$ cat config.mk
export PLATFORM = sky130hd
export DESIGN_NAME = stopwatch_cu
export DESIGN_NICKNAME = d
export VERILOG_FILES = /design/src/rtl/stopwatch_pkg.sv /design/src/rtl/btn_debounce.sv /design/src/rtl/stopwatch_cu.sv
export SDC_FILE = /design/constraint.sdc
export NUM_CORES = 1
export LEC_CHECK = 0
export CELL_PAD_IN_SITES_DETAIL_PLACEMENT = 2
export CELL_PAD_IN_SITES_GLOBAL_PLACEMENT = 2
export CORE_ASPECT_RATIO = 0.8
export CORE_UTILIZATION = 43
export CTS_CLUSTER_DIAMETER = 30
export DETAILED_ROUTE_END_ITERATION = 10
export GPL_TIMING_DRIVEN = 0
export PLACE_DENSITY = 0.94
export SYNTH_ARGS = -nofsm -noshare
export SYNTH_HDL_FRONTEND = slang
export SYNTH_SLANG_ARGS = --single-unit
export TNS_END_PERCENT = 30
$ cat constraint.sdc
create_clock -name clk -period 5.9 [get_ports clk]
set_input_delay 1.77 -clock clk [delete_from_list [all_inputs] [get_ports clk]]
set_output_delay 1.77 -clock clk [all_outputs]
set_load 0.02 [all_outputs]
$ cat src/rtl/stopwatch_pkg.sv
// Shared definitions for the stopwatch control unit: state encodings,
// button indices, the per-cycle button event bundle and default timing.
package stopwatch_pkg;

    localparam int STATE_W         = 2;
    localparam int DEF_CLK_HZ      = 100_000_000;
    localparam int DEF_DEBOUNCE_MS = 10;

    // Index of each button inside the packed button vectors.
    localparam int BTN_RUN = 0;
    localparam int BTN_CLR = 1;
    localparam int BTN_LAP = 2;

    typedef enum logic [STATE_W-1:0] {
        ST_STOP  = 2'b00,
        ST_RUN   = 2'b01,
        ST_CLEAR = 2'b10
    } state_t;

    // One-cycle accepted-press events feeding the FSM.
    typedef struct packed {
        logic run_stop;
        logic clear;
        logic lap;
    } btn_evt_t;

    // Stable cycles needed before a new button level is accepted.
    function automatic int db_cycles(input int clk_hz, input int debounce_ms);
        return clk_hz / 1000 * debounce_ms;
    endfunction

endpackage

$ cat src/rtl/btn_debounce.sv
// One button path: 2-FF synchroniser, stability counter, rising-edge pulse.
// A press that is already held when reset releases is not reported; the
// path only arms once it has seen the button released after reset.
module btn_debounce #(
    parameter int DB_COUNT = 4
) (
    input  logic clk,
    input  logic rst_n,
    input  logic i_btn,
    output logic o_level,
    output logic o_pulse
);

    localparam int CNT_W = (DB_COUNT > 1) ? $clog2(DB_COUNT) : 1;
    localparam logic [CNT_W-1:0] CNT_LAST = CNT_W'(DB_COUNT - 1);

    logic [1:0]       sync;
    logic             synced;
    logic [CNT_W-1:0] cnt;
    logic             level;
    logic             level_d1;
    logic [1:0]       vld_pipe;
    logic             armed;

    assign synced = sync[1];

    // Two-stage synchroniser for the asynchronous raw button.
    always_ff @(posedge clk or negedge rst_n) begin
        if (!rst_n) sync <= '0;
        else        sync <= {sync[0], i_btn};
    end

    // Accept the synced level only after it differed from the debounced level for DB_COUNT cycles.
    always_ff @(posedge clk or negedge rst_n) begin
        if (!rst_n) begin
            cnt   <= '0;
            level <= 1'b0;
        end else if (synced == level) begin
            cnt <= '0;
        end else if (cnt == CNT_LAST) begin
            level <= synced;
            cnt   <= '0;
        end else begin
            cnt <= cnt + CNT_W'(1);
        end
    end

    // Delayed level for edge detection.
    always_ff @(posedge clk or negedge rst_n) begin
        if (!rst_n) level_d1 <= 1'b0;
        else        level_d1 <= level;
    end

    // Arm once the synchroniser holds a real sample and the button is seen released.
    always_ff @(posedge clk or negedge rst_n) begin
        if (!rst_n) begin
            vld_pipe <= '0;
            armed    <= 1'b0;
        end else begin
            vld_pipe <= {vld_pipe[0], 1'b1};
            if (vld_pipe[1] && !synced && !level) armed <= 1'b1;
        end
    end

    assign o_level = level;
    assign o_pulse = level & ~level_d1 & armed;

endmodule

$ cat src/rtl/stopwatch_cu.sv
// Stopwatch control unit: debounced buttons drive a STOP/RUN/CLEAR FSM whose
// decoded state feeds the datapath run_stop/clear inputs.
// Optional macro STOPWATCH_LAP_EN adds a lap button path and lap-hold flag;
// without it btn_lap is ignored and o_lap_hold is tied low.
module stopwatch_cu
    import stopwatch_pkg::*;
#(
    parameter int CLK_HZ      = DEF_CLK_HZ,
    parameter int DEBOUNCE_MS = DEF_DEBOUNCE_MS
) (
    input  logic               clk,
    input  logic               rst_n,
    input  logic               btn_run_stop,
    input  logic               btn_clear,
    input  logic               btn_lap,
    output logic               o_run_stop,
    output logic               o_clear,
    output logic               o_lap_hold,
    output logic [STATE_W-1:0] o_state
);

    localparam int DB_COUNT = db_cycles(CLK_HZ, DEBOUNCE_MS);
`ifdef STOPWATCH_LAP_EN
    localparam int NUM_BTN = 3;
`else
    localparam int NUM_BTN = 2;
`endif

    logic [NUM_BTN-1:0] btn_raw;
    logic [NUM_BTN-1:0] btn_pulse;
    logic [NUM_BTN-1:0] level_unused;
    btn_evt_t           evt;
    state_t             state;
    state_t             state_nxt;

    assign btn_raw[BTN_RUN] = btn_run_stop;
    assign btn_raw[BTN_CLR] = btn_clear;
`ifdef STOPWATCH_LAP_EN
    assign btn_raw[BTN_LAP] = btn_lap;
`else
    logic lap_unused;
    assign lap_unused = btn_lap;
`endif

    for (genvar gi = 0; gi < NUM_BTN; gi++) begin : g_btn
        btn_debounce #(.DB_COUNT(DB_COUNT)) u_db (
            .clk     (clk),
            .rst_n   (rst_n),
            .i_btn   (btn_raw[gi]),
            .o_level (level_unused[gi]),
            .o_pulse (btn_pulse[gi])
        );
    end

    assign evt.run_stop = btn_pulse[BTN_RUN];
    assign evt.clear    = btn_pulse[BTN_CLR];
`ifdef STOPWATCH_LAP_EN
    assign evt.lap      = btn_pulse[BTN_LAP];
`else
    assign evt.lap      = 1'b0;
`endif

    // FSM state register.
    always_ff @(posedge clk or negedge rst_n) begin
        if (!rst_n) state <= ST_STOP;
        else        state <= state_nxt;
    end

    // Next-state: clear beats run/stop in STOP, clear is ignored in RUN, CLEAR lasts one cycle.
    always_comb begin
        state_nxt = state;
        case (state)
            ST_STOP: begin
                if (evt.clear)         state_nxt = ST_CLEAR;
                else if (evt.run_stop) state_nxt = ST_RUN;
            end
            ST_RUN: begin
                if (evt.run_stop) state_nxt = ST_STOP;
            end
            ST_CLEAR: state_nxt = ST_STOP;
            default:  state_nxt = ST_STOP;
        endcase
    end

`ifdef STOPWATCH_LAP_EN
    logic lap_hold;
    logic lap_nxt;

    // Lap flag toggles only while staying in RUN; any other case clears it.
    always_comb begin
        lap_nxt = 1'b0;
        if (state == ST_RUN && state_nxt == ST_RUN) lap_nxt = lap_hold ^ evt.lap;
    end

    // Lap-hold register.
    always_ff @(posedge clk or negedge rst_n) begin
        if (!rst_n) lap_hold <= 1'b0;
        else        lap_hold <= lap_nxt;
    end

    assign o_lap_hold = lap_hold;
`else
    assign o_lap_hold = 1'b0;
`endif

    assign o_run_stop = (state == ST_RUN);
    assign o_clear    = (state == ST_CLEAR);
    assign o_state    = state;

endmodule
* After elaboration in Yosys (flattened, before gate mapping) *
Cells that the tools add are included.

storage, ports and cells
  logic and storage cells = 51
  memory bits (read-only) = 0
  output and inout port bits = 5
  bits in latches = 0
  memories kept = 0
  bits in writable memories = 0
  bits in registers = 56
  input port bits = 5

cells by class
  div/mod/pow operators = 0
  equality and inequality tests = 8
  multiply operators = 0
  muxes and demuxes = 8
  shift-type cells = 0
  bitwise logic cells = 8
  magnitude comparators = 0
  add/sub/neg operators = 2
  reductions and logical operators = 12

operators by type and width
  kind                                                    count
  two-way mux 20 bit                                      4
  adder 20 x 1 -> 20 bit (second input constant)          2
  == test 20 bit (second input constant)                  2
  two-way mux 2 bit                                       3
  AND reduction 2 bit                                     3
  bitwise AND 1 bit                                       4
  logical AND 1 bit                                       4
  zero test 1 bit                                         4
  inverter 1 bit                                          4
  one-hot mux 2 bit (2 select lines)                      1
  inequality test 3 x 1 -> 1 bit (second input constant)  1
  == test 1 bit                                           2
  == test 2 x 1 -> 1 bit (second input constant)          1
  == test 2 bit (second input constant)                   1
  zero test 2 bit                                         1
  inequality test 2 x 1 -> 1 bit (second input constant)  1

* Longest topological paths before layout *
Gate-level depths: netlist of the first run.

  word-level depth = 6
  depth in mapped cells = 6
  gate-level depth less buffers = 5

* Modules after synthesis *
A second synthesis of the first run with hierarchy kept.

unflattened totals
  cell total of the unflattened synthesis = 242
  area, all modules = 2587.5 um^2

by module, submodules not included
  module        instances  cells an instance  area an instance (um^2)
  btn_debounce  2          116                1238.7
  stopwatch_cu  1          10                 110.1

* Worst setup path after synthesis of the first run *
No wires, ideal clock.

  path type = reg-to-output
  start = register state[0] (netlist: o_state[0])
  end = output port o_run_stop
  setup slack = 3.273 ns
  buffers on the path = 0
  arrival = 0.857 ns
  cell stages (with the launch flop) = 2
  required time = 4.130 ns
  cell sequence = dfrtp_1 -> nor2b_1

between the ends
  cells in the longest elaborated chain, start to end = 1

RTL lines
  item                      RTL line             RTL
  start: declaration        stopwatch_cu.sv:33   state_t state;
  start signal: assignment  stopwatch_cu.sv:66   else state <= state_nxt;
  == test 2 x 1 -> 1 bit    stopwatch_cu.sv:106  assign o_run_stop = (state == ST_RUN);
  end: declaration          stopwatch_cu.sv:16   output logic o_run_stop,

Every way passes these cells.

* Worst setup path after layout of the first run *
Same ends and word-level chain as after synthesis.

==> flow_summary.yaml, run 1 <==
global_routing:
  grt_pass1_wl_um: 11700
  grt_max_degree: 32
  grt.overflow.total: 0
  gr-usage-all-layers: 0.260
  antenna_found_initial: 0
  first_global_vias: 2176
clocking:
  clock_sinks: 54
  post-cts-setup-buffers: 0
  clockBufferDepth: 2
  clockRootBuffer: "clkbuf_8"
  htree_levels: 2
  clk_latency_ns: 0.31
  cts_resized: 0
  cts_tree: "built"
  numCtsBuffers: 5
  hold_buffers: 0
  clkTransAtPathRegs_ns: 0.10
die:
  start_util: 0.450
  die_y_um: 69.8
  die_w_um: 86.8
  io_pins: 10
  core_area_mm2: 0.00550
  die-area_mm2: 0.00606
  rows: 24
timing:
  period_share: 0.560
  setup_viol: 0
  worst_pin_slew_ns: 0.882
  hold_violations: 0
  fmax_ghz: 0.302
  drv_slew: 0
  rsz0062_at_grt: "false"
  fin_worst_skew_ns: 0.00826
  setup_tns_ns: 0
  hold-worst-slack_ns: 0.347
  fin_crit_ns: 3.31
  slew_headroom: 0.409
routing:
  drt_iter0_drc: 90
  drtAntennaViolNets: 0
  via_per_inst: 5.70
  first_pass_iters: 4
  drc: 0
  wl_um: 6940
  via_count: 1875
  wl_per_cell_um: 21.1
synth:
  async_reset_ff_frac: 1.00
  postSynthAreaPerCell_um2: 10.4
  ys.flop_type: "dfrtp_1"
  ys_types: 38
  synth_warnings: 0
  synthCells: 237
  synth_edf_count: 0
  synth-seq-cells: 54
  syn_nets: 244
  syn_area_mm2: 0.00247
  synth-seq-area-share: 0.547
hold_path:
  hp-class: "flip-flop to flip-flop"
  min_from: "g_btn[1].u_db.vld_pipe[0]"
  min_to: "g_btn[0].u_db.vld_pipe[1]"
  hold_depth: 0
place:
  dp_cells: 323
  placed_area_mm2: 0.00266
  portBuffers: 7
  gp_congestion: 0.752
  dp_hpwl_um: 5050
layout:
  layout-drive-gt1-share: 0.0797
  utilization: 0.498
  syn_to_final_growth_pct: 10.7
  final_common_cell: "dfrtp_1"
  instances_no_fill: 329
  nets: 259
  final_cell_mix: "dfrtp_1 (54), nor2_1 (38), xnor2_1 (20)"
  antenna_cells: 0
  final_cell_area_mm2: 0.00274
setup_path:
  crit_path_end_kind: "output pin"
  r2r-end: "g_btn[1].u_db.cnt[14]"
  path_max_fanout: 5
  worstSetupPathType: "flip-flop to output pin"
  ff2ff_setup_slack_ns: 3.44
  worstPathRequired_ns: 4.13
  timing.rr.start: "g_btn[1].u_db.cnt[0]"
  worst_ep_arrival_time_ns: 1.54
  startpoint: "o_state[0]"
  r2r_cells: 6
  worst_setup_path_start_kind: "flip-flop"
power:
  power_density_mw_per_mm2: 225
  ir_drop_mv: 0.0822
  p_leak_nw: 1.08
run:
  drv_cap: 0
outcome:
  status: "completed"
## cell type report
type | instances | area (um^2)
Inverter | 8 | 30.0
Tap cell | 78 | 97.6
Buffer | 4 | 27.5
Fill cell | 553 | 2760
Clock buffer | 6 | 82.6
Timing Repair Buffer | 8 | 85.1
Sequential cell | 54 | 1350
Multi-Input combinational cell | 171 | 1060
## how the worst max path moves through the flow
stage	endpoint
after global placement	g_btn[0].u_db.cnt[8]
after global routing	o_run_stop
after floorplan	o_run_stop
after detailed placement	o_run_stop
final	o_run_stop
after CTS	o_run_stop
## power by group
| group | total [W] | internal [W] | leakage (nW) | switching, W |
|---|---|---|---|---|
| clock network | 0.000211 | 0.0000910 | 0.0431 | 0.000120 |
| registers | 0.000381 | 0.000375 | 0.725 | 0.00000568 |
| logic | 0.0000255 | 0.00000827 | 0.314 | 0.0000173 |
## worst max-delay path: stages (launching register included)
cell and delay, ns:
dfrtp_1 0.43, nor2b_1 0.18, clkdlybuf4s50_1 0.61
## sequential cells by signal (all words and copies together) (netlist names)
signal and flops:
g_btn.u_db.cnt 40, g_btn.u_db.level_d1 2, g_btn.u_db.o_level 2, g_btn.u_db.sync 4
g_btn.u_db.vld_pipe 2, o_state 2, g_btn.u_db.armed 2
## cells in the mapped netlist, types with 2 or more instances
cell,n,share of area
or2_2,2,0.0051
nor2_1,38,0.058
or3_1,5,0.013
mux2i_1,2,0.0081
conb_1,2,0.0030
nand2_1,14,0.021
dfrtp_1,54,0.55
inv_1,8,0.012
xnor2_1,20,0.071
or4_1,5,0.015
nor2b_1,2,0.0051
a21o_1,2,0.0061
and4_1,2,0.0071
mux2_2,3,0.014
nand3_1,11,0.022
a21oi_1,7,0.014
nor4_1,8,0.020
o21ai_0,4,0.0081
ha_1,2,0.010
and3_1,3,0.0076
nor3_1,8,0.016
nand4_1,8,0.020
xor2_1,9,0.032
o31ai_1,4,0.012
## layer usage
metal | track usage | wire length, um
met5 | 0 | 0
met4 | 0.0778 | 131
met3 | 0.0595 | 221
met2 | 0.433 | 3520
met1 | 0.336 | 3070
## kinds of logic (layout without fill, tap and decap cells)
family | after synthesis | in the layout | share of synthesized area
buf+inv | 12 | 26 | 0.0233
xor+xnor | 29 | 29 | 0.103
other cells | 2 | 2 | 0.00304
simple gates | 113 | 113 | 0.237
fa+ha+maj | 2 | 2 | 0.0101
mux | 5 | 5 | 0.0218
compound gates | 20 | 20 | 0.0557
flops | 54 | 54 | 0.547
## per-stage QoR
step / total power (W) / worst slack (ns)
floorplan: 0.000397 / 3.27
global placement: 0.000410 / 1.42
detailed placement: 0.000414 / 2.92
CTS: 0.000619 / 2.58
global route: 0.000641 / 2.49
finish: 0.000617 / 2.59
Power figures use the tool's default switching activity.
==> run 2: changes to the inputs <==
CORE_UTILIZATION = 39   (was 43)
PLACE_DENSITY = 0.87   (was 0.94)
clock period = 3.4 ns   (was 5.9 ns; I/O delays follow)
==> run 2 against run 1 <==
  * Design area up 0.46%
  * First-iteration DRC count down 33%
  * Register-to-register slack worse by 2.5 ns
  * Non-clock buffer count unchanged
  * Die area up 10%
  * Cell count up 1.5%
  * Combinational power up 72%
  * Clock-buffer cell count up 1
  * Largest cell class unchanged
  * Largest power group unchanged
==> flow_summary.yaml, run 2 (synthesis results as in run 1) <==
setup_path:
  worst_ep_arrival_time_ns: 1.60
  cp_cell_sequence: "nor2b_1 > clkdlybuf4s50_1"
  path_buf_inv: 1
  r2r-end: "g_btn[1].u_db.cnt[5]"
  crit_cells: 2
  cp_top_family: "buffers and inverters"
  worst_setup_path_start_kind: "flip-flop"
  worstSetupPathType: "flip-flop to output pin"
  ff2ff_setup_slack_ns: 0.92
  startpoint: "o_state[0]"
  worstPathRequired_ns: 2.38
  path_max_fanout: 5
  r2r_cells: 6
  cp_slowest_stage_delay_ns: 0.66
  cp_slowest_cell: "clkdlybuf4s50_1"
  timing.rr.start: "g_btn[1].u_db.cnt[0]"
  crit_path_end_kind: "output pin"
routing:
  first_pass_iters: 4
  drtAntennaViolNets: 0
  drc: 0
  wl_per_cell_um: 19.6
  via_per_inst: 5.56
  via_count: 1857
  wl_um: 6550
  drt_iter0_drc: 60
place:
  dp_slack_ns: 0.949
  dp_hpwl_um: 4720
  dp_cells: 326
  portBuffers: 7
  placed_area_mm2: 0.00266
  gp_congestion: 0.750
global_routing:
  grt_pass1_wl_um: 11100
  antenna_found_initial: 0
  grt_max_degree: 39
  gr-usage-all-layers: 0.219
  grt.overflow.total: 0
  first_global_vias: 2119
die:
  die-area_mm2: 0.00666
  start_util: 0.412
  rows: 25
  io_pins: 10
  core_area_mm2: 0.00601
  die_y_um: 73.2
  die_w_um: 91.0
timing:
  drv_slew: 0
  setup_ws_ns: 0.783
  fin_crit_ns: 2.62
  fmax_ghz: 0.382
  slew_headroom: 0.409
  period_share: 0.770
  rsz0062_at_grt: "false"
  fin_worst_skew_ns: 0.00381
  hold_violations: 0
  worst_pin_slew_ns: 0.882
  setup_viol: 0
layout:
  final_common_cell: "dfrtp_1"
  final_cell_area_mm2: 0.00275
  antenna_cells: 0
  top_register: "g_btn.u_db.cnt"
  largest_register_ff_count: 40
  utilization: 0.458
  instances_no_fill: 334
  syn_to_final_growth_pct: 11.2
  layout_top_registers: "g_btn.u_db.cnt x40, g_btn.u_db.sync x4"
  layout-drive-gt1-share: 0.0830
  final_cell_mix: "dfrtp_1 (54), nor2_1 (38), xnor2_1 (20)"
  nets: 259
  fillCellCount: 641
  multi_input_area_mm2: 0.00106
  seqCellArea_mm2: 0.00135
clocking:
  cts_resized: 0
  clkTransAtPathRegs_ns: 0.10
  clk_latency_ns: 0.30
  cts_tree: "built"
  clockRootBuffer: "clkbuf_8"
  clock_sinks: 54
  htree_levels: 2
  hold_buffers: 0
  clockBufferDepth: 2
  numCtsBuffers: 5
  post-cts-setup-buffers: 0
run:
  drv_cap: 0
outcome:
  status: "completed"
hold_path:
  min_from: "g_btn[1].u_db.sync[0]"
  hold_depth: 0
  min_to: "g_btn[1].u_db.sync[1]"
  hp-class: "flip-flop to flip-flop"
power:
  power_density_mw_per_mm2: 393
  ir_drop_mv: 0.187
  p_leak_nw: 1.09
[run 2: cell count changes in the layout (fill, tap and decap cells not counted)]
cell      previous run  this run
clkbuf_1             1         2
clkinv_2             0         1
[run 2: worst max path at each step]
stage | end | slack, ns
after detailed placement | g_btn[1].u_db.cnt[13] | 0.95
after global routing | o_run_stop | 0.73
final | o_run_stop | 0.78
after floorplan | g_btn[0].u_db.o_level | 1.33
after global placement | g_btn[0].u_db.cnt[19] | -0.37
after CTS | o_run_stop | 0.78
[run 2: worst register-to-register path, cell delays in order, from the launching register on]
cell and delay, ns:
dfrtp_1 0.40, ha_1 0.28, nand2_1 0.09, or2_2 0.35
o31ai_2 0.78, buf_2 0.38, nor2_1 0.09
[run 2: where the power goes]
group / internal, W / total, W / switching [W]
clock network: 0.000165 / 0.000377 / 0.000212
registers: 0.000651 / 0.000660 / 0.00000887
logic: 0.0000142 / 0.0000438 / 0.0000297
[run 2: layout make-up]
type / instances / area share
flip-flops and latches: 54 / 0.491
multi-input cells: 171 / 0.387
well taps: 81 / 0.0369
clock buffers: 7 / 0.0314
repair buffers: 8 / 0.0309
inverters: 8 / 0.0109
plain buffers: 4 / 0.0100
clock inverters: 1 / 0.00182
[run 2: stage by stage]
| step | setup TNS, ns | hold WS [ns] | power, W |
|---|---|---|---|
| global placement | -19.89 | 0.336 | 0.000713 |
| detailed placement | 0 | 0.337 | 0.000718 |
| global route | 0 | 0.367 | 0.00112 |
| finish | 0 | 0.358 | 0.00108 |
| CTS | 0 | 0.360 | 0.00110 |
| floorplan | 0 | 0.331 | 0.000689 |
[run 2: metal layers]
metal  global-route usage  part of all wire  vias to the layer above
met4               0.0529             0.015                        0
met5                    0                 0                        -
met1                0.276              0.46                      977
met3               0.0323             0.014                       11
li1                     -                 -                      849
met2                0.402              0.51                       20
